**src/rtl/multicycle_ctrl_fsm_if.sv**
```systemverilog
// multicycle_ctrl_fsm_if
//   Bundle between the multicycle MIPS control FSM and its datapath.
//   master : datapath side. It drives the decode inputs and the memory ready,
//            and it receives every enable and mux select.
//   slave  : control FSM side.
//   Signals:
//     i_op_w / i_funct_w : held IR fields (instr[31:26] / instr[5:0])
//     i_zero_w           : ALU zero flag
//     i_mem_ready_w      : shared memory port completes this cycle
//     o_*                : datapath enables, mux selects, ALU op, debug state,
//                          trap flag and retired-instruction count
interface multicycle_ctrl_fsm_if #(
  parameter int CNT_W = 32
);
  logic [5:0]       i_op_w;
  logic [5:0]       i_funct_w;
  logic             i_zero_w;
  logic             i_mem_ready_w;
  logic             o_iord_w;
  logic             o_ir_write_w;
  logic             o_pc_en_w;
  logic             o_mem_write_w;
  logic             o_reg_write_w;
  logic             o_mem_to_reg_w;
  logic             o_reg_dst_w;
  logic             o_alu_src_a_w;
  logic [1:0]       o_alu_src_b_w;
  logic [1:0]       o_pc_src_w;
  logic [2:0]       o_alu_control_w;
  logic [3:0]       o_state_w;
  logic             o_trap_w;
  logic [CNT_W-1:0] o_retired_w;

  modport master (
    output i_op_w, i_funct_w, i_zero_w, i_mem_ready_w,
    input  o_iord_w, o_ir_write_w, o_pc_en_w, o_mem_write_w, o_reg_write_w,
           o_mem_to_reg_w, o_reg_dst_w, o_alu_src_a_w, o_alu_src_b_w,
           o_pc_src_w, o_alu_control_w, o_state_w, o_trap_w, o_retired_w
  );

  modport slave (
    input  i_op_w, i_funct_w, i_zero_w, i_mem_ready_w,
    output o_iord_w, o_ir_write_w, o_pc_en_w, o_mem_write_w, o_reg_write_w,
           o_mem_to_reg_w, o_reg_dst_w, o_alu_src_a_w, o_alu_src_b_w,
           o_pc_src_w, o_alu_control_w, o_state_w, o_trap_w, o_retired_w
  );
endinterface

```
**src/rtl/multicycle_ctrl_fsm.sv**
```systemverilog
// multicycle_ctrl_fsm
//   Moore control FSM for the shared-memory multicycle MIPS datapath
//   (lw, sw, R-type add/sub/and/or/slt, beq, addi, j).
//   Every datapath control is a decode of the current state. The only
//   exceptions are the fetch strobes, which follow i_mem_ready_w, and the
//   beq PC enable, which follows i_zero_w.
//   Ports:
//     i_clk_w : clock, rising edge
//     i_rst_w : asynchronous active-low reset. It parks the FSM in RST with
//               all strobes low and clears the retired count.
//     bus     : slave side of multicycle_ctrl_fsm_if. It carries the decode
//               inputs and all control and debug outputs.
module multicycle_ctrl_fsm #(
  parameter int CNT_W = 32
) (
  input  logic                  i_clk_w,
  input  logic                  i_rst_w,
  multicycle_ctrl_fsm_if.slave  bus
);

  typedef enum logic [3:0] {
    S_FETCH  = 4'd0,
    S_DECODE = 4'd1,
    S_MEMADR = 4'd2,
    S_MEMRD  = 4'd3,
    S_MEMWB  = 4'd4,
    S_MEMWR  = 4'd5,
    S_EXEC   = 4'd6,
    S_ALUWB  = 4'd7,
    S_BRANCH = 4'd8,
    S_ADDIEX = 4'd9,
    S_ADDIWB = 4'd10,
    S_JUMP   = 4'd11,
    S_TRAP   = 4'd14,
    S_RST    = 4'd15
  } state_t;

  localparam logic [5:0] OP_RTYPE = 6'b000000;
  localparam logic [5:0] OP_LW    = 6'b100011;
  localparam logic [5:0] OP_SW    = 6'b101011;
  localparam logic [5:0] OP_BEQ   = 6'b000100;
  localparam logic [5:0] OP_ADDI  = 6'b001000;
  localparam logic [5:0] OP_J     = 6'b000010;

  localparam logic [2:0] ALU_ADD = 3'b010;
  localparam logic [2:0] ALU_SUB = 3'b110;
  localparam logic [2:0] ALU_AND = 3'b000;
  localparam logic [2:0] ALU_OR  = 3'b001;
  localparam logic [2:0] ALU_SLT = 3'b111;

  state_t           state, state_nxt;
  logic [CNT_W-1:0] retired;
  logic             retire;

  logic       iord, ir_write, pc_en, mem_write, reg_write, mem_to_reg;
  logic       reg_dst, alu_src_a, trap;
  logic [1:0] alu_src_b, pc_src;
  logic [2:0] alu_control;

  function automatic logic funct_ok(input logic [5:0] f);
    case (f)
      6'b100000, 6'b100010, 6'b100100, 6'b100101, 6'b101010: return 1'b1;
      default:                                                return 1'b0;
    endcase
  endfunction

  function automatic logic [2:0] funct_alu(input logic [5:0] f);
    case (f)
      6'b100010: return ALU_SUB;
      6'b100100: return ALU_AND;
      6'b100101: return ALU_OR;
      6'b101010: return ALU_SLT;
      default:   return ALU_ADD;
    endcase
  endfunction

  always_ff @(posedge i_clk_w or negedge i_rst_w) begin
    if (!i_rst_w) begin
      state   <= S_RST;
      retired <= '0;
    end else begin
      state <= state_nxt;
      if (retire) retired <= retired + 1'b1;
    end
  end

  always_comb begin
    state_nxt   = state;
    retire      = 1'b0;
    iord        = 1'b0;
    ir_write    = 1'b0;
    pc_en       = 1'b0;
    mem_write   = 1'b0;
    reg_write   = 1'b0;
    mem_to_reg  = 1'b0;
    reg_dst     = 1'b0;
    alu_src_a   = 1'b0;
    alu_src_b   = 2'b00;
    pc_src      = 2'b00;
    alu_control = 3'b000;
    trap        = 1'b0;

    case (state)
      S_RST: state_nxt = S_FETCH;

      // The ALU computes PC+4 while the memory port reads the instruction.
      // IR and PC commit only on the cycle the memory delivers.
      S_FETCH: begin
        alu_src_b   = 2'b01;
        alu_control = ALU_ADD;
        ir_write    = bus.i_mem_ready_w;
        pc_en       = bus.i_mem_ready_w;
        if (bus.i_mem_ready_w) state_nxt = S_DECODE;
      end

      // The branch target PC + (imm<<2) is computed here, ahead of BRANCH.
      S_DECODE: begin
        alu_src_b   = 2'b11;
        alu_control = ALU_ADD;
        case (bus.i_op_w)
          OP_RTYPE:     state_nxt = funct_ok(bus.i_funct_w) ? S_EXEC : S_TRAP;
          OP_LW, OP_SW: state_nxt = S_MEMADR;
          OP_BEQ:       state_nxt = S_BRANCH;
          OP_ADDI:      state_nxt = S_ADDIEX;
          OP_J:         state_nxt = S_JUMP;
          default:      state_nxt = S_TRAP;
        endcase
      end

      S_MEMADR: begin
        alu_src_a   = 1'b1;
        alu_src_b   = 2'b10;
        alu_control = ALU_ADD;
        state_nxt   = (bus.i_op_w == OP_SW) ? S_MEMWR : S_MEMRD;
      end

      S_MEMRD: begin
        iord = 1'b1;
        if (bus.i_mem_ready_w) state_nxt = S_MEMWB;
      end

      S_MEMWB: begin
        mem_to_reg = 1'b1;
        reg_write  = 1'b1;
        state_nxt  = S_FETCH;
        retire     = 1'b1;
      end

      // The write strobe stays high for the whole wait, so the memory sees
      // a request that is stable until it reports ready.
      S_MEMWR: begin
        iord      = 1'b1;
        mem_write = 1'b1;
        if (bus.i_mem_ready_w) begin
          state_nxt = S_FETCH;
          retire    = 1'b1;
        end
      end

      S_EXEC: begin
        alu_src_a   = 1'b1;
        alu_control = funct_alu(bus.i_funct_w);
        state_nxt   = S_ALUWB;
      end

      S_ALUWB: begin
        reg_dst   = 1'b1;
        reg_write = 1'b1;
        state_nxt = S_FETCH;
        retire    = 1'b1;
      end

      // Compare runs through the ALU. The target latched in DECODE sits in
      // ALUOut, and the PC loads it only if the operands matched.
      S_BRANCH: begin
        alu_src_a   = 1'b1;
        alu_control = ALU_SUB;
        pc_src      = 2'b01;
        pc_en       = bus.i_zero_w;
        state_nxt   = S_FETCH;
        retire      = 1'b1;
      end

      S_ADDIEX: begin
        alu_src_a   = 1'b1;
        alu_src_b   = 2'b10;
        alu_control = ALU_ADD;
        state_nxt   = S_ADDIWB;
      end

      S_ADDIWB: begin
        reg_write = 1'b1;
        state_nxt = S_FETCH;
        retire    = 1'b1;
      end

      S_JUMP: begin
        pc_src    = 2'b10;
        pc_en     = 1'b1;
        state_nxt = S_FETCH;
        retire    = 1'b1;
      end

      S_TRAP: trap = 1'b1;

      // Encodings 12/13 are unreachable. If one appears, the FSM parks in
      // TRAP instead of issuing strobes.
      default: state_nxt = S_TRAP;
    endcase
  end

  assign bus.o_iord_w        = iord;
  assign bus.o_ir_write_w    = ir_write;
  assign bus.o_pc_en_w       = pc_en;
  assign bus.o_mem_write_w   = mem_write;
  assign bus.o_reg_write_w   = reg_write;
  assign bus.o_mem_to_reg_w  = mem_to_reg;
  assign bus.o_reg_dst_w     = reg_dst;
  assign bus.o_alu_src_a_w   = alu_src_a;
  assign bus.o_alu_src_b_w   = alu_src_b;
  assign bus.o_pc_src_w      = pc_src;
  assign bus.o_alu_control_w = alu_control;
  assign bus.o_state_w       = state;
  assign bus.o_trap_w        = trap;
  assign bus.o_retired_w     = retired;

endmodule
```
**src/flat_wrapper.sv**
```systemverilog
// flat-port wrapper written by rule: the top's interface ports become plain ports
module multicycle_ctrl_fsm_flat 
#(
  parameter int CNT_W = 32
)
  (i_clk_w, i_rst_w, bus_i_op_w, bus_i_funct_w, bus_i_zero_w, bus_i_mem_ready_w, bus_o_iord_w, bus_o_ir_write_w, bus_o_pc_en_w, bus_o_mem_write_w, bus_o_reg_write_w, bus_o_mem_to_reg_w, bus_o_reg_dst_w, bus_o_alu_src_a_w, bus_o_alu_src_b_w, bus_o_pc_src_w, bus_o_alu_control_w, bus_o_state_w, bus_o_trap_w, bus_o_retired_w);
  multicycle_ctrl_fsm_if #(.CNT_W(CNT_W)) bus_i ();
  input  logic i_clk_w;
  input  logic i_rst_w;
  input wire logic [$bits(bus_i.i_op_w)-1:0] bus_i_op_w;
  input wire logic [$bits(bus_i.i_funct_w)-1:0] bus_i_funct_w;
  input wire logic [$bits(bus_i.i_zero_w)-1:0] bus_i_zero_w;
  input wire logic [$bits(bus_i.i_mem_ready_w)-1:0] bus_i_mem_ready_w;
  output wire logic [$bits(bus_i.o_iord_w)-1:0] bus_o_iord_w;
  output wire logic [$bits(bus_i.o_ir_write_w)-1:0] bus_o_ir_write_w;
  output wire logic [$bits(bus_i.o_pc_en_w)-1:0] bus_o_pc_en_w;
  output wire logic [$bits(bus_i.o_mem_write_w)-1:0] bus_o_mem_write_w;
  output wire logic [$bits(bus_i.o_reg_write_w)-1:0] bus_o_reg_write_w;
  output wire logic [$bits(bus_i.o_mem_to_reg_w)-1:0] bus_o_mem_to_reg_w;
  output wire logic [$bits(bus_i.o_reg_dst_w)-1:0] bus_o_reg_dst_w;
  output wire logic [$bits(bus_i.o_alu_src_a_w)-1:0] bus_o_alu_src_a_w;
  output wire logic [$bits(bus_i.o_alu_src_b_w)-1:0] bus_o_alu_src_b_w;
  output wire logic [$bits(bus_i.o_pc_src_w)-1:0] bus_o_pc_src_w;
  output wire logic [$bits(bus_i.o_alu_control_w)-1:0] bus_o_alu_control_w;
  output wire logic [$bits(bus_i.o_state_w)-1:0] bus_o_state_w;
  output wire logic [$bits(bus_i.o_trap_w)-1:0] bus_o_trap_w;
  output wire logic [$bits(bus_i.o_retired_w)-1:0] bus_o_retired_w;
  assign bus_i.i_op_w = bus_i_op_w;
  assign bus_i.i_funct_w = bus_i_funct_w;
  assign bus_i.i_zero_w = bus_i_zero_w;
  assign bus_i.i_mem_ready_w = bus_i_mem_ready_w;
  assign bus_o_iord_w = bus_i.o_iord_w;
  assign bus_o_ir_write_w = bus_i.o_ir_write_w;
  assign bus_o_pc_en_w = bus_i.o_pc_en_w;
  assign bus_o_mem_write_w = bus_i.o_mem_write_w;
  assign bus_o_reg_write_w = bus_i.o_reg_write_w;
  assign bus_o_mem_to_reg_w = bus_i.o_mem_to_reg_w;
  assign bus_o_reg_dst_w = bus_i.o_reg_dst_w;
  assign bus_o_alu_src_a_w = bus_i.o_alu_src_a_w;
  assign bus_o_alu_src_b_w = bus_i.o_alu_src_b_w;
  assign bus_o_pc_src_w = bus_i.o_pc_src_w;
  assign bus_o_alu_control_w = bus_i.o_alu_control_w;
  assign bus_o_state_w = bus_i.o_state_w;
  assign bus_o_trap_w = bus_i.o_trap_w;
  assign bus_o_retired_w = bus_i.o_retired_w;
  multicycle_ctrl_fsm #(.CNT_W(CNT_W)) u_core (.i_clk_w(i_clk_w), .i_rst_w(i_rst_w), .bus(bus_i));
endmodule
```
**config.mk**
```make
export PLATFORM = sky130hd
export DESIGN_NAME = multicycle_ctrl_fsm_flat
export DESIGN_NICKNAME = d
export VERILOG_FILES = /design/src/rtl/multicycle_ctrl_fsm_if.sv /design/src/rtl/multicycle_ctrl_fsm.sv /design/src/flat_wrapper.sv
export SDC_FILE = /design/constraint.sdc
export NUM_CORES = 1
export LEC_CHECK = 0
export ABC_AREA = 1
export BUFFER_PORTS_ARGS = -buffer_cell sky130_fd_sc_hd__buf_2
export CORE_MARGIN = 10
export CORE_UTILIZATION = 30
export CTS_CLUSTER_SIZE = 24
export DETAILED_ROUTE_END_ITERATION = 7
export SYNTH_ARGS = -nofsm -noshare
export SYNTH_HDL_FRONTEND = slang
export SYNTH_SLANG_ARGS = --single-unit
```
**constraint.sdc**
```tcl
create_clock -name i_clk_w -period 3.9 [get_ports i_clk_w]
set_input_delay 0.585 -clock i_clk_w [delete_from_list [all_inputs] [get_ports i_clk_w]]
set_output_delay 0.585 -clock i_clk_w [all_outputs]
set_load 0.01 [all_outputs]
```
---- Yosys cells after proc, flatten, opt, wreduce, memory -nomap -nowiden ----
Index checks and enable logic that the tools add are counted.
cells by class
  $add $sub $neg .......................... 1
  eq/ne operators ......................... 26
  multiplexer cells ....................... 25
  bitwise operators ....................... 1
  reduce and logical (&&, ||, !) cells .... 12
operators with widths
  kind                                                 number
  equality test 6 bit, second input constant           7
  one-hot mux 4 bit (9 select lines)                   1
  adder 32 x 1 -> 32 bit, second input constant        1
  equality test 4 bit, second input constant           6
  one-hot mux 4 bit (5 select lines)                   1
  equality test 4 x 3 -> 1 bit, second input constant  4
  2-to-1 mux 4 bit                                     4
  2-to-1 mux 1 bit                                     12
  one-hot mux 3 bit (4 select lines)                   1
  OR reduction 5 bit                                   2
  one-hot mux 3 bit (3 select lines)                   1
  equality test 4 x 2 -> 1 bit, second input constant  2
  OR reduction 4 bit                                   2
  equality test 6 x 2 -> 1 bit, second input constant  1
  equality test 6 x 3 -> 1 bit, second input constant  1
  equality test 6 x 4 -> 1 bit, second input constant  1
  logical NOT 6 bit                                    1
  != test 2 bit, second input constant                 3
  one-hot mux 2 bit (3 select lines)                   1
  OR reduction 2 bit                                   3
  OR reduction 6 bit                                   1
  equality test 4 x 1 -> 1 bit, second input constant  1
  logical NOT 4 bit                                    1
  one-hot mux 2 bit (2 select lines)                   1
  other kinds (6)                                      6
word-level totals
  bits in registers ....................... 36

---- Depth between registers and ports, before layout ----
Gate-level depths: netlist (run 1).
  depth after elaboration ................. 8
  mapped depth ............................ 10

---- Worst setup path before layout (run 1) ----
Ideal clock, no wire load.
  path kind ............................... register to output
  start ................................... register u_core.state[1], in the netlist u_core.bus.o_state_w[1]
  end ..................................... output port bus_o_alu_control_w[0]
  data arrival time ....................... 1.231 ns
  data required time ...................... 3.315 ns
  path slack .............................. 2.084 ns
  stages on the path, launching flop included .. 6
  path buffers ............................ 1
  cell sequence ........................... dfstp_2 > buf_6 > nand2_1 > nor2_1 > nand2_1 > a21oi_1
between the ends
  longest elaborated chain between the ends .. 3
  elaborated cells on any way between the ends .. 8
  classes of those cells .................. 5 x eq/ne; 1 x mux; 2 x reduce/logical
ends and longest elaborated chain
  element                                                     line                        text
  start, declared                                             multicycle_ctrl_fsm.sv:51   state_t state, state_nxt;
  start signal, assigned                                      multicycle_ctrl_fsm.sv:82   state <= state_nxt;
  equality test 4 x 2 -> 1 bit, or another cell as far along  multicycle_ctrl_fsm.sv:103  case (state)
  OR reduction 4 bit (no line)                                -
  one-hot mux 3 bit (3 select lines) *                        multicycle_ctrl_fsm.sv:103
  end, declared                                               flat_wrapper.sv:24          output wire logic [$bits(bus_i.o_alu_control_w)-1:0] bus_o_alu_control_w;
Mark *: on every way between the ends. The rest lies on a longest branch, timed or not.

---- Worst setup path in the final report (run 1) ----
Ends and elaborated chain as after synthesis.

==> results of run 1 <==
-- power groups by stage --
stage | Combinational [mW] | Sequential, mW | Clock (mW)
4_1_cts | 0.820 | 0.538 | 0.287
2_1_floorplan | 0.640 | 0.540 | 0
3_3_place_gp | 0.804 | 0.543 | 0
6_report | 0.809 | 0.539 | 0.280
3_5_place_dp | 0.818 | 0.545 | 0
5_1_grt | 0.913 | 0.550 | 0.308
-- layout by cell type, fill, tap and decap left out, types with 2 or more instances in the layout --
master	synthesis	routed
inv_2	2	2
buf_2	1	67
clkinv_2	0	2
a21oi_1	4	4
o21ai_2	5	5
dfstp_2	4	4
nand2_2	6	6
o21ai_0	5	5
nand4_1	4	4
o21ai_1	6	6
xnor2_1	11	11
clkbuf_8	0	6
nand2_1	167	167
a21boi_0	2	2
nand3b_1	5	5
nor2_1	96	96
inv_1	39	39
dfrtp_1	32	32
nor3_1	3	3
nor2_2	5	5
xor2_1	9	9
nand3_1	19	19
-- final cells by class --
cell class,count,share of cell area [%]
timing repair buffer,67,10.4
clock inverter,2,0.309
multi-input combinational,354,49.7
clock buffer,6,2.55
inverter,42,4.95
tap,108,4.17
sequential,36,28.0
-- worst max-delay path: stages, from the launching register on --
cell and delay (ns):
dfstp_2 0.62, nand2_1 0.15, nor2_1 0.29, nand2_1 0.09, a21oi_1 0.14, buf_2 0.16
-- cells by family after synthesis --
family	share of synthesized area, %
flip-flops	32.9
adder cells (fa/ha/maj)	0.455
AND/OR/NAND/NOR	45.9
buffers and inverters	8.60
AO/OA/AOI/OAI	5.73
XOR/XNOR	6.37
-- final timing paths --
check / from / depth (start not counted) / slack, ns / end
max: u_core.bus.o_state_w[1]$_DFFE_PN1P_ / 5 / 1.57 / bus_o_alu_control_w[0]
min: i_rst_w / 1 / 0.38 / u_core.bus.o_retired_w[30]$_DFFE_PN0P_
max reg2reg: u_core.bus.o_state_w[1]$_DFFE_PN1P_ / 8 / 1.91 / u_core.bus.o_retired_w[2]$_DFFE_PN0P_
min reg2reg: u_core.bus.o_retired_w[31]$_DFFE_PN0P_ / 2 / 0.52 / u_core.bus.o_retired_w[31]$_DFFE_PN0P_
max in group asynchronous: i_rst_w / 1 / 3.01 / u_core.bus.o_retired_w[1]$_DFFE_PN0P_
min in group i_clk_w: u_core.bus.o_retired_w[31]$_DFFE_PN0P_ / 2 / 0.52 / u_core.bus.o_retired_w[31]$_DFFE_PN0P_
-- sequential cells by signal, summed over array words and instances, names as in the netlist --
signal,cells
u_core.bus.o_retired_w,32
u_core.bus.o_state_w,4
-- per-layer routing --
| layer | global-route usage, % | vias to the layer above | share of wire, % |
|---|---|---|---|
| li1 | - | 1481 | - |
| met1 | 16.0 | 1265 | 46 |
| met2 | 19.1 | 85 | 47 |
| met3 | 3.20 | 6 | 6.6 |
| met4 | 2.25 | 0 | 0.89 |
| met5 | 0 | - | 0 |
==> results_tabular.tex, run 1 <==
\begin{tabular}{lr}
\hline
Metric & Value \\
\hline
\multicolumn{2}{l}{\textbf{Run status}} \\
\quad Run status & complete, no violations \\
\multicolumn{2}{l}{\textbf{Place}} \\
\quad Worst slack, placed & 1.87 ns \\
\quad DP Area & $\sim$0.0031 sq mm \\
\quad Post-detailed-placement half-perimeter wirelength & 6480 microns \\
\quad Number of cells after detailed placement & 607 \\
\quad Number of input and output port buffers inserted & between 60 and 70 \\
\quad Routability congestion estimate from global placement & 0.923 \\
\multicolumn{2}{l}{\textbf{CTS}} \\
\quad Clk\_lat worst skew & 0.29 ns \\
\quad Gates resized, CTS repair & 0 \\
\quad Clock Pin Slew Worst Setup and Hold Paths & around 0.07 ns \\
\quad Num CTS Buffers & 5 \\
\quad TritonCTS Sinks & 36 \\
\quad H-tree Lvls & 2 \\
\quad Post-CTS repair timing setup buffer count & 0 \\
\quad Cts-stage hold buffer count & 0 \\
\quad CTS tree & built \\
\quad CTS max path bufs & 2 \\
\quad Clock root buffer master & clkbuf\_8 \\
\multicolumn{2}{l}{\textbf{Yosys}} \\
\quad Cell types occupying the most area after synthesis & dfrtp\_1 (29\%), nand2\_1 (23\%), nor2\_1 (13\%) \\
\quad Post-synthesis cell area & 0.00275 sq mm \\
\quad Synthesis Warnings & 0 \\
\quad Primary flip-flop cell chosen by synthesis mapping & dfrtp\_1 \\
\quad Share of synthesized registers carrying an async set or reset & 100\% \\
\quad Synthesis-stage register bit count & 36 \\
\quad Number of instances in the synthesized netlist & 440 \\
\quad Most common library cells after synthesis & nand2\_1 (167), nor2\_1 (96), inv\_1 (39) \\
\quad Most frequent cell after synthesis & nand2\_1 \\
\quad Share of the synthesized area in the top cell type & between 20\% and 30\% \\
\quad Share of synthesized area occupied by flip-flops and latches & 32.9\% \\
\quad Count of distinct cell types in the synthesized netlist & 32 \\
\quad Synth Net Count & 457 \\
\quad Synthesized area per cell & 6.25 sq um \\
\quad Post-synth EDFFs & 0 \\
\quad Post-synthesis cell type with the largest combined area & dfrtp\_1 \\
\multicolumn{2}{l}{\textbf{Die}} \\
\quad Die Footprint & $\sim$0.013 sq mm \\
\quad Num ports & about 70 \\
\quad Standard-cell row count & 34 \\
\quad Chip Width & 116 microns \\
\quad Placeable core region & 0.00881 sq mm \\
\quad Starting utilization of the core area & between 30\% and 40\% \\
\quad Die boundary height & 116 microns \\
\multicolumn{2}{l}{\textbf{Pwr}} \\
\quad Clk pwr share & 17.2\% \\
\quad Maximum VDD drop & 0.000253 V \\
\quad Total chip power & 1.63 mW \\
\quad Static leakage & between 1.5 and 2 nW \\
\quad P\_sw & around 0.79 mW \\
\quad Portion of total power attributed to sequential cells & 33.1\% \\
\quad Internal cell power & approximately 0.84 mW \\
\quad Combinational share of power & 49.7\% \\
\quad Cell area power density & 503 mW/mm\^{}2 \\
\quad Switching Fraction & about 48\% \\
\multicolumn{2}{l}{\textbf{Worst setup path}} \\
\quad Maximum fanout along the worst path & 9 \\
\quad Category of the critical setup timing path & reg2out \\
\quad Type of destination of the critical path & output pin \\
\quad Arrival @ worst endpoint & between 1.5 and 2 ns \\
\quad Required time of the critical path & 3.31 ns \\
\quad Crit path launch type & flop \\
\multicolumn{2}{l}{\textbf{Layout}} \\
\quad Number of cells in the finished layout apart from fillers & 615 \\
\quad Final-stage net count & $\sim$520 \\
\quad Multi-input logic area & between 0.0015 and 0.002 sq mm \\
\quad Layout Cell Area excl Fill & 0.00324 sq mm \\
\quad Diodes inserted & 0 \\
\quad Number of fill cells & between 900 and 1000 \\
\quad Syn-to-layout area delta & 17.7\% \\
\quad Final core utilization & a little under two fifths \\
\quad Storage cell area & 906 sq um \\
\quad Share of post-route cells with drive strength above 1 & between 10\% and 20\% \\
\multicolumn{2}{l}{\textbf{Timing}} \\
\quad Actual transition at the worst max-transition pin & about 0.81 ns \\
\quad Final worst-path cycle share & 59.8\% \\
\quad RSZ-0062 raised after global routing & no \\
\quad Clk\_skew & 0.00495 ns \\
\quad Final Hold Slack & 0.381 ns \\
\quad Rel. slew slack & 46.1\% \\
\quad Sum of negative setup slack & 0 ns \\
\quad Total count of hold-check failures in the final report & 0 \\
\quad Number of max-slew violations in the final report & 0 \\
\quad Max Clock Freq & 429 MHz \\
\quad Post-route setup slack & around 1.6 ns \\
\quad Final setup violating endpoints & 0 \\
\quad Period minus WS final & between 2 and 2.5 ns \\
\multicolumn{2}{l}{\textbf{GRT}} \\
\quad Overall routing resource usage & about an eighth \\
\quad Overflow left after global routing & 0 \\
\quad First-pass GRT wire length & $\sim$13000 microns \\
\quad Vias in the first global route & 2631 \\
\quad Antenna violations before repair & 0 \\
\quad Maximum number of pins on one net before global-route repair & 37 \\
\multicolumn{2}{l}{\textbf{Drt}} \\
\quad Mean number of vias per cell & roughly 4.6 \\
\quad Routed wire length & 8110 microns \\
\quad Average detailed-routed wire length per instance & 13.2 microns \\
\quad Residual antenna-violating net count after detailed routing & 0 \\
\quad Detailed router's first-iteration violation count & 226 \\
\quad Remaining routing DRC violations & 0 \\
\quad First drt pass iteration count & 5 \\
\quad Via count & approximately 2800 \\
\multicolumn{2}{l}{\textbf{Worst hold path}} \\
\quad Path category of the worst min-delay check & in2async \\
\multicolumn{2}{l}{\textbf{Flow run}} \\
\quad Max Cap Viol & 0 \\
\hline
\end{tabular}
No activity file was read; power rests on OpenSTA's default activity.
==> inputs of run 2 (changes only) <==
Clock period 3.9 ns to 2.01 ns, I/O delays scaled along.
==> results_tabular.tex, run 2 (synthesized netlist as in run 1, its figures left out) <==
\begin{tabular}{lr}
\hline
Metric & Value \\
\hline
\multicolumn{2}{l}{\textbf{Run status}} \\
\quad Run status & complete, no violations \\
\multicolumn{2}{l}{\textbf{Timing}} \\
\quad Final worst-path cycle share & between 90\% and 100\% \\
\quad Final setup violating endpoints & 0 \\
\quad Post-route setup slack & 0.0960 ns \\
\quad Period minus WS final & 1.91 ns \\
\quad Clk\_skew & 0.00537 ns \\
\quad Number of max-slew violations in the final report & 0 \\
\quad RSZ-0062 raised after global routing & no \\
\quad Final Hold Slack & 0.109 ns \\
\quad Max Clock Freq & $\sim$520 MHz \\
\quad Total count of hold-check failures in the final report & 0 \\
\quad Rel. slew slack & 44.5\% \\
\quad Sum of negative setup slack & 0 ns \\
\quad Actual transition at the worst max-transition pin & 0.832 ns \\
\multicolumn{2}{l}{\textbf{Drt}} \\
\quad Via count & around 2800 \\
\quad Detailed router's first-iteration violation count & 128 \\
\quad Met3 WL post-DR & 394 microns \\
\quad Residual antenna-violating net count after detailed routing & 0 \\
\quad Top Metal Used & met4 \\
\quad Wire length on met1 & 3890 microns \\
\quad Routed wire length & 8110 microns \\
\quad First drt pass iteration count & 4 \\
\quad Routed length on met2 & 3780 microns \\
\quad Average detailed-routed wire length per instance & $\sim$13 microns \\
\quad Mean number of vias per cell & 4.61 \\
\quad Remaining routing DRC violations & 0 \\
\multicolumn{2}{l}{\textbf{Worst setup path}} \\
\quad Arrival @ worst endpoint & 1.61 ns \\
\quad Maximum fanout along the worst path & 8 \\
\quad Required time of the critical path & between 1.5 and 2 ns \\
\quad Crit path launch type & flop \\
\quad Reg2reg setup slack & 0.21 ns \\
\quad Category of the critical setup timing path & reg2out \\
\quad Type of destination of the critical path & output pin \\
\multicolumn{2}{l}{\textbf{Layout}} \\
\quad Flip-flop count of the largest register after layout & 32 \\
\quad Number of fill cells & 969 \\
\quad Diodes inserted & 0 \\
\quad Syn-to-layout area delta & 19.1\% \\
\quad Final-stage net count & 524 \\
\quad Number of cells in the finished layout apart from fillers & roughly 600 \\
\quad Layout Cell Area excl Fill & between 0.003 and 0.004 sq mm \\
\quad Commonest cells after routing, fill and taps aside & nand2\_1 (166), nor2\_1 (92), buf\_2 (67) \\
\quad Share of post-route cells with drive strength above 1 & 20.7\% \\
\quad Commonest non-fill, non-tap cell in the layout & nand2\_1 \\
\quad Final core utilization & 37.2\% \\
\multicolumn{2}{l}{\textbf{CTS}} \\
\quad Clk\_lat worst skew & 0.29 ns \\
\quad H-tree Lvls & 2 \\
\quad CTS max path bufs & 2 \\
\quad Clock Pin Slew Worst Setup and Hold Paths & 0.07 ns \\
\quad TritonCTS Sinks & 36 \\
\quad Num CTS Buffers & 5 \\
\quad Clock root buffer master & clkbuf\_8 \\
\quad CTS tree & built \\
\multicolumn{2}{l}{\textbf{Pwr}} \\
\quad Static leakage & between 1.5 and 2 nW \\
\quad Cell area power density & 999 mW/mm\^{}2 \\
\quad Maximum VDD drop & 0.000478 V \\
\quad Total chip power & 3.27 mW \\
\multicolumn{2}{l}{\textbf{Place}} \\
\quad Worst slack, placed & around 0.12 ns \\
\quad Number of cells after detailed placement & 608 \\
\quad Routability congestion estimate from global placement & 0.922 \\
\quad Number of input and output port buffers inserted & 67 \\
\quad Post-detailed-placement half-perimeter wirelength & 6570 microns \\
\quad DP Area & 0.00316 sq mm \\
\multicolumn{2}{l}{\textbf{GRT}} \\
\quad Antenna violations before repair & 0 \\
\quad First-pass GRT wire length & 13700 microns \\
\quad Overall routing resource usage & 12.3\% \\
\quad Vias in the first global route & 2827 \\
\quad Maximum number of pins on one net before global-route repair & 37 \\
\quad Overflow left after global routing & 0 \\
\multicolumn{2}{l}{\textbf{Die}} \\
\quad Die Footprint & 0.0134 sq mm \\
\quad Standard-cell row count & 34 \\
\quad Placeable core region & 0.00881 sq mm \\
\quad Num ports & 68 \\
\quad Starting utilization of the core area & 31.2\% \\
\quad Die boundary height & 116 microns \\
\quad Chip Width & between 100 and 150 microns \\
\multicolumn{2}{l}{\textbf{Worst hold path}} \\
\quad Path category of the worst min-delay check & in2async \\
\multicolumn{2}{l}{\textbf{Flow run}} \\
\quad Max Cap Viol & 0 \\
\hline
\end{tabular}
-- run 2: worst max-delay path, stage by stage, from the launching register on --
cell     delay (ns)
dfstp_2        0.62
nor2_2         0.09
nand2_1        0.12
nor2_1         0.10
a211o_1        0.24
buf_2          0.14
-- run 2: final cells by class --
cell class | count | area [sq um] | share of cell area, %
tap | 108 | 135 | 4.13
timing repair buffer | 68 | 355 | 10.9
multi-input combinational | 354 | 1630 | 49.6
inverter | 42 | 163 | 4.97
clock buffer | 8 | 90.1 | 2.75
sequential | 36 | 906 | 27.7
-- run 2: report_power, final --
| part | switching [mW] | leakage [nW] | internal, mW | total (mW) |
|---|---|---|---|---|
| logic | 1.12 | 1.20 | 0.564 | 1.68 |
| registers | 0.187 | 0.481 | 0.862 | 1.05 |
| clock network | 0.259 | 0.0455 | 0.280 | 0.539 |
| total | 1.56 | 1.72 | 1.71 | 3.27 |
-- run 2: worst paths after layout --
| path | startpoint | endpoint | cells after the start |
|---|---|---|---|
| worst min register to register | u_core.bus.o_retired_w[31]$_DFFE_PN0P_ | u_core.bus.o_retired_w[31]$_DFFE_PN0P_ | 2 |
| worst min-delay path | i_rst_w | u_core.bus.o_retired_w[22]$_DFFE_PN0P_ | 1 |
| worst max-delay path | u_core.bus.o_state_w[3]$_DFFE_PN1P_ | bus_o_pc_en_w | 5 |
| min in group i_clk_w | bus_i_mem_ready_w | u_core.bus.o_state_w[0]$_DFFE_PN1P_ | 3 |
| worst max register to register | u_core.bus.o_state_w[1]$_DFFE_PN1P_ | u_core.bus.o_retired_w[2]$_DFFE_PN0P_ | 8 |
| max in group asynchronous | i_rst_w | u_core.bus.o_retired_w[13]$_DFFE_PN0P_ | 1 |
-- run 2: repair_timing --
action,CTS,global route
hold buffers,0,0
setup endpoints to repair,1,24
setup buffers,0,0
cloned,0,0
gates resized for setup,1,6
hold endpoints to repair,0,0
-- run 2: routing by layer --
layer / up-vias / track usage, %
li1: 1490 / -
met1: 1275 / 16.3
met2: 72 / 20.6
met3: 5 / 2.48
met4: 0 / 2.17
met5: - / 0
==> inputs of run 3 (changes only) <==
Settings changed: CORE_MARGIN 10 to 5, PLACE_DENSITY from default to 0.5, SLEW_MARGIN from default to 5.
==> results_tabular.tex, run 3 (synthesized netlist as in run 1, its figures left out) <==
\begin{tabular}{lr}
\hline
Metric & Value \\
\hline
\multicolumn{2}{l}{\textbf{GRT}} \\
\quad Overflow left after global routing & 0 \\
\quad Overall routing resource usage & 14.6\% \\
\quad First-pass GRT wire length & 13400 microns \\
\quad Antenna violations before repair & 0 \\
\quad Maximum number of pins on one net before global-route repair & 33 \\
\quad Vias in the first global route & 2720 \\
\multicolumn{2}{l}{\textbf{Pwr}} \\
\quad Switching Fraction & 43.8\% \\
\quad Internal cell power & approximately 2.1 mW \\
\quad Clk pwr share & 24.8\% \\
\quad Static leakage & 1.78 nW \\
\quad Maximum VDD drop & a little over 0.0008 V \\
\quad Combinational share of power & 46.9\% \\
\quad Cell area power density & approximately 1100 mW/mm\^{}2 \\
\quad Portion of total power attributed to sequential cells & 28.3\% \\
\quad P\_sw & 1.61 mW \\
\multicolumn{2}{l}{\textbf{Layout}} \\
\quad Diodes inserted & 0 \\
\quad Commonest cells after routing, fill and taps aside & nand2\_1 (167), nor2\_1 (91), buf\_2 (67) \\
\quad Commonest non-fill, non-tap cell in the layout & nand2\_1 \\
\quad Syn-to-layout area delta & 23.2\% \\
\quad Flip-flop count of the largest register after layout & 32 \\
\quad Final-stage net count & roughly 530 \\
\quad Final core utilization & 37.2\% \\
\quad Number of fill cells & a little under 1000 \\
\quad Share of post-route cells with drive strength above 1 & a little over a fifth \\
\multicolumn{2}{l}{\textbf{Worst setup path}} \\
\quad Required time of the critical path & 1.71 ns \\
\quad Endpoint of the lowest-slack register-to-register path & u\_core.bus.o\_retired\_w[28]\$\_DFFE\_PN0P\_ \\
\quad CP dominant cell by count & nor2\_2 \\
\quad Max stage delay on crit path & 0.62 ns \\
\quad Crit path launch type & flop \\
\quad Sequence of cells on the critical path & nor2\_2 > inv\_1 > nor2\_2 > a211o\_1 > buf\_2 \\
\quad Worst reg2reg startpoint & u\_core.bus.o\_retired\_w[0]\$\_DFFE\_PN0P\_ \\
\quad Arrival @ worst endpoint & 1.62 ns \\
\quad Logic depth of the worst register-to-register path & 10 \\
\quad Buf/Inv on CP & 2 \\
\quad Maximum fanout along the worst path & 8 \\
\quad Worst path slowest cell & dfstp\_2 \\
\quad Reg2reg setup slack & 0.21 ns \\
\quad Type of destination of the critical path & output pin \\
\quad Total number of cells along the worst setup path & 5 \\
\quad Category of the critical setup timing path & reg2out \\
\quad Cell family contributing the most delay on the critical path & flip-flops \\
\multicolumn{2}{l}{\textbf{Die}} \\
\quad Die boundary height & 106 microns \\
\quad Placeable core region & 0.00911 sq mm \\
\quad Die Footprint & 0.0112 sq mm \\
\quad Num ports & 68 \\
\quad Chip Width & approximately 110 microns \\
\quad Starting utilization of the core area & 30.2\% \\
\quad Standard-cell row count & 35 \\
\multicolumn{2}{l}{\textbf{Drt}} \\
\quad Met3 WL post-DR & 489 microns \\
\quad Mean number of vias per cell & $\sim$4.6 \\
\quad Wire length on met1 & 3950 microns \\
\quad Average detailed-routed wire length per instance & 12.7 microns \\
\quad Via count & 2854 \\
\quad Residual antenna-violating net count after detailed routing & 0 \\
\quad Top Metal Used & met4 \\
\quad Routed wire length & 7920 microns \\
\quad Detailed router's first-iteration violation count & 169 \\
\quad Routed length on met2 & 3410 microns \\
\quad First drt pass iteration count & 4 \\
\quad Remaining routing DRC violations & 0 \\
\multicolumn{2}{l}{\textbf{CTS}} \\
\quad CTS max path bufs & 2 \\
\quad H-tree Lvls & 2 \\
\quad TritonCTS Sinks & 36 \\
\quad Clk\_lat worst skew & 0.30 ns \\
\quad Clock Pin Slew Worst Setup and Hold Paths & 0.07 ns \\
\quad Clock root buffer master & clkbuf\_8 \\
\quad CTS tree & built \\
\quad Num CTS Buffers & 5 \\
\multicolumn{2}{l}{\textbf{Timing}} \\
\quad Actual transition at the worst max-transition pin & 0.486 ns \\
\quad RSZ-0062 raised after global routing & no \\
\quad Rel. slew slack & 67.6\% \\
\quad Total count of hold-check failures in the final report & 0 \\
\quad Period minus WS final & around 1.9 ns \\
\quad Final setup violating endpoints & 0 \\
\quad Post-route setup slack & roughly 0.085 ns \\
\quad Number of max-slew violations in the final report & 0 \\
\quad Final worst-path cycle share & 95.7\% \\
\quad Sum of negative setup slack & 0 ns \\
\quad Max Clock Freq & 520 MHz \\
\quad Clk\_skew & 0.0105 ns \\
\multicolumn{2}{l}{\textbf{Place}} \\
\quad Number of input and output port buffers inserted & 67 \\
\quad Worst slack, placed & 0.0851 ns \\
\quad Routability congestion estimate from global placement & 0.938 \\
\quad Post-detailed-placement half-perimeter wirelength & 6260 microns \\
\multicolumn{2}{l}{\textbf{Worst hold path}} \\
\quad Worst Hold End & u\_core.bus.o\_state\_w[0]\$\_DFFE\_PN1P\_ \\
\quad Path category of the worst min-delay check & in2reg \\
\quad Min-delay src & bus\_i\_mem\_ready\_w \\
\quad Hold Path Stages & 3 \\
\multicolumn{2}{l}{\textbf{Flow run}} \\
\quad Max Cap Viol & 0 \\
\multicolumn{2}{l}{\textbf{Run status}} \\
\quad Run status & complete, no violations \\
\hline
\end{tabular}
==> run 3: repair_timing <==
item,CTS,global route
setup buffers,0,1
setup endpoints to repair,2,9
gates resized for setup,1,5
hold endpoints to repair,14,0
hold buffers,1,0
pin swaps,0,0
==> run 3: power groups by stage <==
stage / clock (mW) / sequential (mW) / combinational (mW)
floorplan: 0 / 1.05 / 1.24
global placement: 0 / 1.05 / 1.69
detailed placement: 0 / 1.05 / 1.69
CTS: 0.923 / 1.04 / 1.71
global route: 0.947 / 1.07 / 1.93
finish: 0.910 / 1.04 / 1.72
==> run 3: cell type report <==
type	count	area [sq um]	share of cell area, %
Clock buffer	5	68.8	2.03
Clock inverter	3	90.1	2.66
Inverter	42	160	4.73
Multi-Input combinational cell	354	1630	48.0
Sequential cell	36	906	26.7
Tap cell	111	139	4.10
Timing Repair Buffer	72	400	11.8
==> run 3: worst register-to-register path, delay by kind of cell, from the launching register on <==
| kind | cells | cell delay [ns] |
|---|---|---|
| flip-flops | 1 | 0.49 |
| buffers and inverters | 2 | 0.18 |
| adder cells (fa/ha/maj) | 1 | 0.30 |
| AND/OR/NAND/NOR | 7 | 0.73 |
==> run 3: per-layer routing <==
layer  vias to the layer above  GRT usage [%]
li1                       1492              -
met1                      1286           20.8
met2                        67           22.8
met3                         9           2.88
met4                         0           3.61
met5                         -              0
==> run 3: worst max-delay path by stage <==
stage                                     startpoint                                endpoint  slack [ns]
3_5_place_dp   u_core.bus.o_retired_w[0]$_DFFE_PN0P_  u_core.bus.o_retired_w[28]$_DFFE_PN0P_        0.09
5_1_grt          u_core.bus.o_state_w[1]$_DFFE_PN1P_                  bus_o_alu_control_w[0]       0.009
6_report         u_core.bus.o_state_w[1]$_DFFE_PN1P_                           bus_o_pc_en_w        0.09
3_3_place_gp   u_core.bus.o_retired_w[0]$_DFFE_PN0P_  u_core.bus.o_retired_w[28]$_DFFE_PN0P_        0.13
4_1_cts          u_core.bus.o_state_w[1]$_DFFE_PN1P_                       bus_o_reg_write_w        0.02
2_1_floorplan    u_core.bus.o_state_w[1]$_DFFE_PN1P_  u_core.bus.o_retired_w[16]$_DFFE_PN0P_        0.42
==> run 3: per-stage QoR <==
stage                     power [mW]  cell area (sq um)  hold WS, ns  cells
after CTS                       3.67               3370        0.338    622
after floorplan                 2.29               2750      0.00591    440
after detailed placement        2.75               3200        0.284    613
final                           3.67               3390        0.348    623
after global placement          2.74               3200        0.288    613
after global routing            3.95               3390        0.361    623
